### src/rtl/rv32i_mem_arbiter_if.sv
// Memory-side bus of the RV32I fetch/data arbiter.
// Avalon-style single-port bus: master is the arbiter, slave is memory.
interface rv32i_mem_arbiter_if;
  logic [31:0] mem_addr;
  logic        mem_read;
  logic        mem_write;
  logic [31:0] mem_writedata;
  logic [3:0]  mem_byteenable;
  logic [31:0] mem_readdata;
  logic        mem_waitrequest;

  modport master (
    output mem_addr,
    output mem_read,
    output mem_write,
    output mem_writedata,
    output mem_byteenable,
    input  mem_readdata,
    input  mem_waitrequest
  );

  modport slave (
    input  mem_addr,
    input  mem_read,
    input  mem_write,
    input  mem_writedata,
    input  mem_byteenable,
    output mem_readdata,
    output mem_waitrequest
  );
endinterface

### src/rtl/rv32i_mem_arbiter.sv
// Fetch/data arbiter for one shared memory port.
// Data wins; a starvation counter forces fetch after STARVE_LIMIT data grants.
module rv32i_mem_arbiter #(
  parameter int STARVE_LIMIT = 4
) (
  input  logic        clk,
  input  logic        reset_n,
  input  logic        ifetch_req,
  input  logic [31:0] ifetch_addr,
  output logic [31:0] ifetch_rdata,
  output logic        ifetch_valid,
  input  logic        dmem_load,
  input  logic        dmem_store,
  input  logic [31:0] dmem_addr,
  input  logic [31:0] dmem_wdata,
  input  logic [3:0]  dmem_be,
  output logic [31:0] dmem_rdata,
  output logic        dmem_valid,
  output logic        stall,
  rv32i_mem_arbiter_if.master bus
);

  typedef enum logic [1:0] {
    IDLE,
    BUS,
    RDWAIT,
    RESP
  } state_t;

  localparam logic [2:0] LIMIT = 3'(STARVE_LIMIT);

  state_t      state_q;
  state_t      state_d;
  logic [31:0] addr_q;
  logic [31:0] wdata_q;
  logic [3:0]  be_q;
  logic        wr_q;
  logic        sel_d_q;
  logic [2:0]  starve_q;
  logic [31:0] if_rdata_q;
  logic [31:0] d_rdata_q;

  logic data_req;
  logic force_if;
  logic gnt_d;
  logic gnt_i;
  logic grant;
  logic unused_addr_bits;

  assign data_req = dmem_load | dmem_store;
  assign force_if = ifetch_req && (starve_q == LIMIT);
  assign gnt_d    = data_req && !force_if;
  assign gnt_i    = ifetch_req && !gnt_d;
  assign grant    = (state_q == IDLE) && (gnt_d || gnt_i);

  assign unused_addr_bits = ^{dmem_addr[1:0], ifetch_addr[1:0]};

  // Next-state logic for the bus sequencer
  always_comb begin
    state_d = state_q;
    unique case (state_q)
      IDLE:    if (gnt_d || gnt_i) state_d = BUS;
      BUS:     if (!bus.mem_waitrequest)
                 state_d = wr_q ? RESP : RDWAIT;
      RDWAIT:  state_d = RESP;
      RESP:    state_d = IDLE;
      default: state_d = IDLE;
    endcase
  end

  // State register; reset aborts any access in flight
  always_ff @(posedge clk or negedge reset_n) begin
    if (!reset_n) state_q <= IDLE;
    else          state_q <= state_d;
  end

  // Latch the winning request and track data grants that bypass a waiting fetch
  always_ff @(posedge clk or negedge reset_n) begin
    if (!reset_n) begin
      addr_q   <= '0;
      wdata_q  <= '0;
      be_q     <= '0;
      wr_q     <= 1'b0;
      sel_d_q  <= 1'b0;
      starve_q <= '0;
    end else if (grant) begin
      sel_d_q <= gnt_d;
      wr_q    <= gnt_d && dmem_store;
      addr_q  <= gnt_d ? {dmem_addr[31:2], 2'b00}
                       : {ifetch_addr[31:2], 2'b00};
      wdata_q <= gnt_d ? dmem_wdata : '0;
      be_q    <= (gnt_d && dmem_store) ? dmem_be : 4'hf;
      if (gnt_d && ifetch_req) begin
        if (starve_q != LIMIT) starve_q <= starve_q + 3'd1;
      end else begin
        starve_q <= '0;
      end
    end
  end

  // Capture read data for whichever requester owns the access
  always_ff @(posedge clk or negedge reset_n) begin
    if (!reset_n) begin
      if_rdata_q <= '0;
      d_rdata_q  <= '0;
    end else if (state_q == RDWAIT) begin
      if (sel_d_q) d_rdata_q  <= bus.mem_readdata;
      else         if_rdata_q <= bus.mem_readdata;
    end
  end

  assign bus.mem_addr       = addr_q;
  assign bus.mem_writedata  = wdata_q;
  assign bus.mem_byteenable = be_q;
  assign bus.mem_read       = (state_q == BUS) && !wr_q;
  assign bus.mem_write      = (state_q == BUS) && wr_q;

  assign ifetch_rdata = if_rdata_q;
  assign dmem_rdata   = d_rdata_q;
  assign ifetch_valid = (state_q == RESP) && !sel_d_q;
  assign dmem_valid   = (state_q == RESP) && sel_d_q;
  assign stall        = data_req && !dmem_valid;

endmodule

### src/flat_wrapper.sv
// flat-port wrapper written by rule: the top's interface ports become plain ports
module rv32i_mem_arbiter_flat 
#(
  parameter int STARVE_LIMIT = 4
)
  (clk, reset_n, ifetch_req, ifetch_addr, ifetch_rdata, ifetch_valid, dmem_load, dmem_store, dmem_addr, dmem_wdata, dmem_be, dmem_rdata, dmem_valid, stall, bus_mem_addr, bus_mem_read, bus_mem_write, bus_mem_writedata, bus_mem_byteenable, bus_mem_readdata, bus_mem_waitrequest);
  rv32i_mem_arbiter_if bus_i ();
  input  logic clk;
  input  logic reset_n;
  input  logic ifetch_req;
  input  logic [31:0] ifetch_addr;
  output logic [31:0] ifetch_rdata;
  output logic ifetch_valid;
  input  logic dmem_load;
  input  logic dmem_store;
  input  logic [31:0] dmem_addr;
  input  logic [31:0] dmem_wdata;
  input  logic [3:0] dmem_be;
  output logic [31:0] dmem_rdata;
  output logic dmem_valid;
  output logic stall;
  output wire logic [$bits(bus_i.mem_addr)-1:0] bus_mem_addr;
  output wire logic [$bits(bus_i.mem_read)-1:0] bus_mem_read;
  output wire logic [$bits(bus_i.mem_write)-1:0] bus_mem_write;
  output wire logic [$bits(bus_i.mem_writedata)-1:0] bus_mem_writedata;
  output wire logic [$bits(bus_i.mem_byteenable)-1:0] bus_mem_byteenable;
  input wire logic [$bits(bus_i.mem_readdata)-1:0] bus_mem_readdata;
  input wire logic [$bits(bus_i.mem_waitrequest)-1:0] bus_mem_waitrequest;
  assign bus_mem_addr = bus_i.mem_addr;
  assign bus_mem_read = bus_i.mem_read;
  assign bus_mem_write = bus_i.mem_write;
  assign bus_mem_writedata = bus_i.mem_writedata;
  assign bus_mem_byteenable = bus_i.mem_byteenable;
  assign bus_i.mem_readdata = bus_mem_readdata;
  assign bus_i.mem_waitrequest = bus_mem_waitrequest;
  rv32i_mem_arbiter #(.STARVE_LIMIT(STARVE_LIMIT)) u_core (.clk(clk), .reset_n(reset_n), .ifetch_req(ifetch_req), .ifetch_addr(ifetch_addr), .ifetch_rdata(ifetch_rdata), .ifetch_valid(ifetch_valid), .dmem_load(dmem_load), .dmem_store(dmem_store), .dmem_addr(dmem_addr), .dmem_wdata(dmem_wdata), .dmem_be(dmem_be), .dmem_rdata(dmem_rdata), .dmem_valid(dmem_valid), .stall(stall), .bus(bus_i));
endmodule
### config.mk
export PLATFORM = sky130hd
export DESIGN_NAME = rv32i_mem_arbiter_flat
export DESIGN_NICKNAME = d
export VERILOG_FILES = /design/src/rtl/rv32i_mem_arbiter_if.sv /design/src/rtl/rv32i_mem_arbiter.sv /design/src/flat_wrapper.sv
export SDC_FILE = /design/constraint.sdc
export NUM_CORES = 1
export LEC_CHECK = 0
export ABC_AREA = 1
export BUFFER_PORTS_ARGS = -buffer_cell sky130_fd_sc_hd__buf_2
export CAP_MARGIN = 10
export CELL_PAD_IN_SITES_DETAIL_PLACEMENT = 1
export CELL_PAD_IN_SITES_GLOBAL_PLACEMENT = 2
export CORE_MARGIN = 3
export CORE_UTILIZATION = 23
export CTS_CLUSTER_DIAMETER = 40
export CTS_CLUSTER_SIZE = 20
export DETAILED_ROUTE_END_ITERATION = 8
export PLACE_DENSITY_LB_ADDON = 0.1
export SLEW_MARGIN = 10
export SYNTH_ARGS = -nofsm -noshare
export SYNTH_HDL_FRONTEND = slang
export SYNTH_SLANG_ARGS = --single-unit
### constraint.sdc
create_clock -name clk -period 1.54 [get_ports clk]
set_input_delay 0.308 -clock clk [delete_from_list [all_inputs] [get_ports clk]]
set_output_delay 0.308 -clock clk [all_outputs]
set_load 0.01 [all_outputs]
==> results summary <==
After global routing the overflow that remains totals 0. The cell count after synthesis came out at ~730. For this run, the top clock speed supported by timing is 585 MHz. Using the TritonRoute via totals, the vias-per-cell ratio works out to 4.06. The number of global-route vias before repair is 5,738. The largest net degree at the start of global routing came out at 53. The cell leakage power came out at 0.00509 uW. The count of unresolved DRC violations after routing is 0. For this run, the register share of the synthesized area comes to 57.2%. The clock tree from TritonCTS is yes. The final period utilization is 111%. In this run the critical register-to-register path is launched from u_core.state_q[0]$_DFFE_PN0P_. Traced cell by cell, the critical path runs through buf_6, ha_4, buf_4, inv_2, nor2_2, buf_6. The floorplan step set the die width to between 150 and 200 um. The initial antenna violation count came out at 1. The number of placement rows is 58. The number of routed nets with antenna violations is 0. The type of element launching the critical path is a flop. The maximum cell stage delay along the critical path came out at between 0.3 and 0.4 ns.

The starting density of the core is 23.6%. The final route contains roughly 5,500 vias. The setup TNS after final layout came out at -0.754 ns.

The most critical setup path has its startpoint at u_core.state_q[1]$_DFFE_PN0P_. The sink count of the clock tree came out at 137. The path class of the tightest hold or removal check is in2reg. CTS built an H-tree with a depth of 4.

The cell area after layout came out at 8790 um^2. The count of yosys warnings during synthesis is 0. The number of search-and-repair iterations in the first detailed-routing pass is 4. The routed design has around 21,000 um of wire. The total inserted antenna cells came out at 0.

The source-to-sink clock delay at the later pin of the worst-skew pair came out at 0.42 ns. The final reports fail on setup timing. In the global route stage, overall resource usage came out at between 10 and 15%. After synthesis the cells add up to 6000 um^2. The flow ran to the end, but the final reports show violations. The per-cell routed wire length is 15.3 um. The count of buffers added on input and output ports is between 200 and 300. The worst path required time came out at 1.23 ns. The setup slack after layout is -0.168 ns. Clock-pin slew was measured on the worst setup and hold paths at roughly 0.070 ns. The core footprint is roughly 25,000 um^2. In the final design database the tool counted 1,154 nets.

The start-to-end type of the worst setup path is reg2out. In this run the worst path has a maximum fanout of 2. The hold violation count in the final report came out at 0. Counting flops and latches in the post-synthesis netlist gives 137.

The slowest cell on the critical path is sky130_fd_sc_hd__dfrtp_1. The total CTS buffers came out at 17. The final-layout fill cell count came out at 3,074. On the final layout, the worst clock skew is 0.0171 ns.

The launch instance of the worst min-delay path is dmem_wdata[2]. The number of distinct standard cells referenced by the synthesized netlist is 21. The cell that appears most often on the critical path is sky130_fd_sc_hd__buf_6.

The final-report max-slew violation count came out at 0. The worst register-to-register path has a setup slack of -0.01 ns. The ratio of cells with drive above 1 in the final layout came out at 34.0%.

The critical path capture point type is an output pin. The die footprint came out at 28,100 um^2. IR analysis of the VDD net gives a maximum drop of a little under 0.7 mV.

Once detailed placement completed, the half-perimeter wirelength came to 14,200 um. The root buffer cell chosen for the clock tree is sky130_fd_sc_hd__clkbuf_16. The data arrival time at the worst-slack endpoint is around 1.4 ns.

The placed standard-cell area is 7940 um^2. The iteration-0 DRC count of the detailed router came out at 267. Setup repair after global routing could not meet its margin everywhere.

The smallest clock period supported by the final layout is computed as ~1.7 ns. The die is 167 um tall. The wire length of the first global-routing pass is 32,200 um. The power per standard cell area came out at 2110 nW/um^2. Setup violations remaining at the end of the flow were counted as 19. The total I/O pin count came out at 275. The number of buffers on the longest clock path is 2. Averaged over all synthesized cells, the footprint is 8.26 um^2. At the end of routability-driven placement, the weighted congestion stood at 0.699. The number of maximum-capacitance violations came out at 0. The area added between synthesis and finish came out at 46.6%. The post-route worst hold slack is 0.0750 ns.
kinds of logic after synthesis:
| logic type | Yosys count | share of synthesized area (%) |
|---|---|---|
| xor gates and xnor gates | 1 | 0.146 |
| other | 1 | 0.0625 |
| and+or+nand+nor | 365 | 25.3 |
| adders and majority gates | 7 | 1.46 |
| DFF | 137 | 57.2 |
| buffers and inverters | 147 | 10.0 |
| AOI/OAI and AO/OA | 68 | 5.86 |
power by group:
group          total (uW)  switching, uW  leakage, uW  internal (uW)
logic                7720           4500      0.00308           3220
registers            6250            885      0.00169           5360
clock network        4580           1770     0.000315           2820
total               18500           7150      0.00509          11400
sequential cells by signal, summed over array words and instances, names as in the netlist:
name and flops:
u_core.bus.mem_addr 30, u_core.ifetch_rdata 32, u_core.bus.mem_byteenable 4, u_core.state_q 2, u_core.bus.mem_writedata 32, u_core.sel_d_q 1
u_core.wr_q 1, u_core.dmem_rdata 32, u_core.starve_q 3
synth_stat cells:
cell type                  number  area share, %
sky130_fd_sc_hd__nand2_1      287             18
sky130_fd_sc_hd__dfrtp_1      137             57
sky130_fd_sc_hd__inv_1        110            6.9
sky130_fd_sc_hd__o21ai_0       67            5.6
sky130_fd_sc_hd__nand3_1       62            5.2
sky130_fd_sc_hd__buf_2         16            1.3
sky130_fd_sc_hd__clkbuf_1      15           0.94
sky130_fd_sc_hd__ha_1           7            1.5
sky130_fd_sc_hd__nand4_1        5           0.52
sky130_fd_sc_hd__nor2_1         4           0.25
sky130_fd_sc_hd__buf_6          3           0.56
sky130_fd_sc_hd__nand2_4        3           0.56
sky130_fd_sc_hd__buf_4          2           0.25
sky130_fd_sc_hd__a21oi_4        1           0.27
sky130_fd_sc_hd__conb_1         1          0.063
sky130_fd_sc_hd__inv_2          1          0.063
sky130_fd_sc_hd__nand3_2        1           0.17
sky130_fd_sc_hd__nand3b_1       1           0.13
sky130_fd_sc_hd__nor2_4         1           0.19
sky130_fd_sc_hd__nor2_8         1           0.33
sky130_fd_sc_hd__xnor2_1        1           0.15
cell usage in the layout (no fill, tap or decap), types with 2 or more instances in the layout:
cell type	netlist	layout
sky130_fd_sc_hd__nand2_1	287	284
sky130_fd_sc_hd__buf_2	16	263
sky130_fd_sc_hd__dfrtp_1	137	137
sky130_fd_sc_hd__inv_1	110	108
sky130_fd_sc_hd__o21ai_0	67	66
sky130_fd_sc_hd__nand3_1	62	62
sky130_fd_sc_hd__clkbuf_16	0	20
sky130_fd_sc_hd__buf_12	0	15
sky130_fd_sc_hd__buf_4	2	10
sky130_fd_sc_hd__buf_6	3	6
sky130_fd_sc_hd__nand4_1	5	5
sky130_fd_sc_hd__nand2_4	3	4
sky130_fd_sc_hd__bufinv_16	0	4
sky130_fd_sc_hd__inv_6	0	4
sky130_fd_sc_hd__nor2_1	4	3
sky130_fd_sc_hd__inv_2	1	3
sky130_fd_sc_hd__ha_1	7	3
sky130_fd_sc_hd__ha_4	0	3
sky130_fd_sc_hd__inv_8	0	3
sky130_fd_sc_hd__nand2_2	0	2
sky130_fd_sc_hd__conb_1	1	2
critical path: cells and delay by family (launching register included):
kind	cells	cell delay [ns]
fa+ha+maj	1	0.15
buf+inv	4	0.42
flops	1	0.38
simple gates	1	0.03
stage by stage:
step           cells  power (uW)  utilization (%)  worst slack, ns
2_1_floorplan    727       10100                -            0.114
3_3_place_gp    1311       13600             31.2           0.0609
3_5_place_dp    1311       13700             31.2           0.0518
4_1_cts         1346       18600             34.1           -0.221
5_1_grt         1352       20200             34.6           -0.259
6_report        1352       18500             34.6           -0.168
layer usage:
layer / part of all wire [%] / global-route usage [%] / wire length [um]
met3: 7.7 / 5.55 / 1580
met4: 0.88 / 3.52 / 182
met2: 45 / 22.2 / 9240
met5: 0.063 / 0 / 13
met1: 47 / 19.0 / 9670
path summary, 6_finish.rpt:
check                                                            to  cells past startpoint
max                                                    ifetch_valid                      6
min                         u_core.bus.mem_writedata[2]$_DFFE_PN0P_                      3
max reg2reg                        u_core.dmem_rdata[8]$_DFFE_PN0P_                      8
min reg2reg                u_core.bus.mem_byteenable[1]$_DFFE_PN0P_                      2
max in group asynchronous            u_core.starve_q[1]$_DFFE_PN0P_                      3
min in group asynchronous   u_core.bus.mem_writedata[7]$_DFFE_PN0P_                      2
repair_timing:
action | in CTS | in global routing
gates cloned | 0 | 4
setup endpoints to repair | 5 | 107
resized for setup | 13 | 10
pin swaps | 1 | 3
hold endpoints to repair | 24 | 0
hold buffers | 1 | 0
buffers inserted | 2 | 2
cell type report:
class                           count  area (um^2)  area share, %
Sequential cell                   137         3430           39.0
Multi-Input combinational cell    443         2030           23.1
Timing Repair Buffer              299         1860           21.1
Clock buffer                       19          443           5.04
Inverter                          111          417           4.74
Tap cell                          330          413           4.70
Clock inverter                     13          205           2.33
Power figures use the tool's default switching activity.
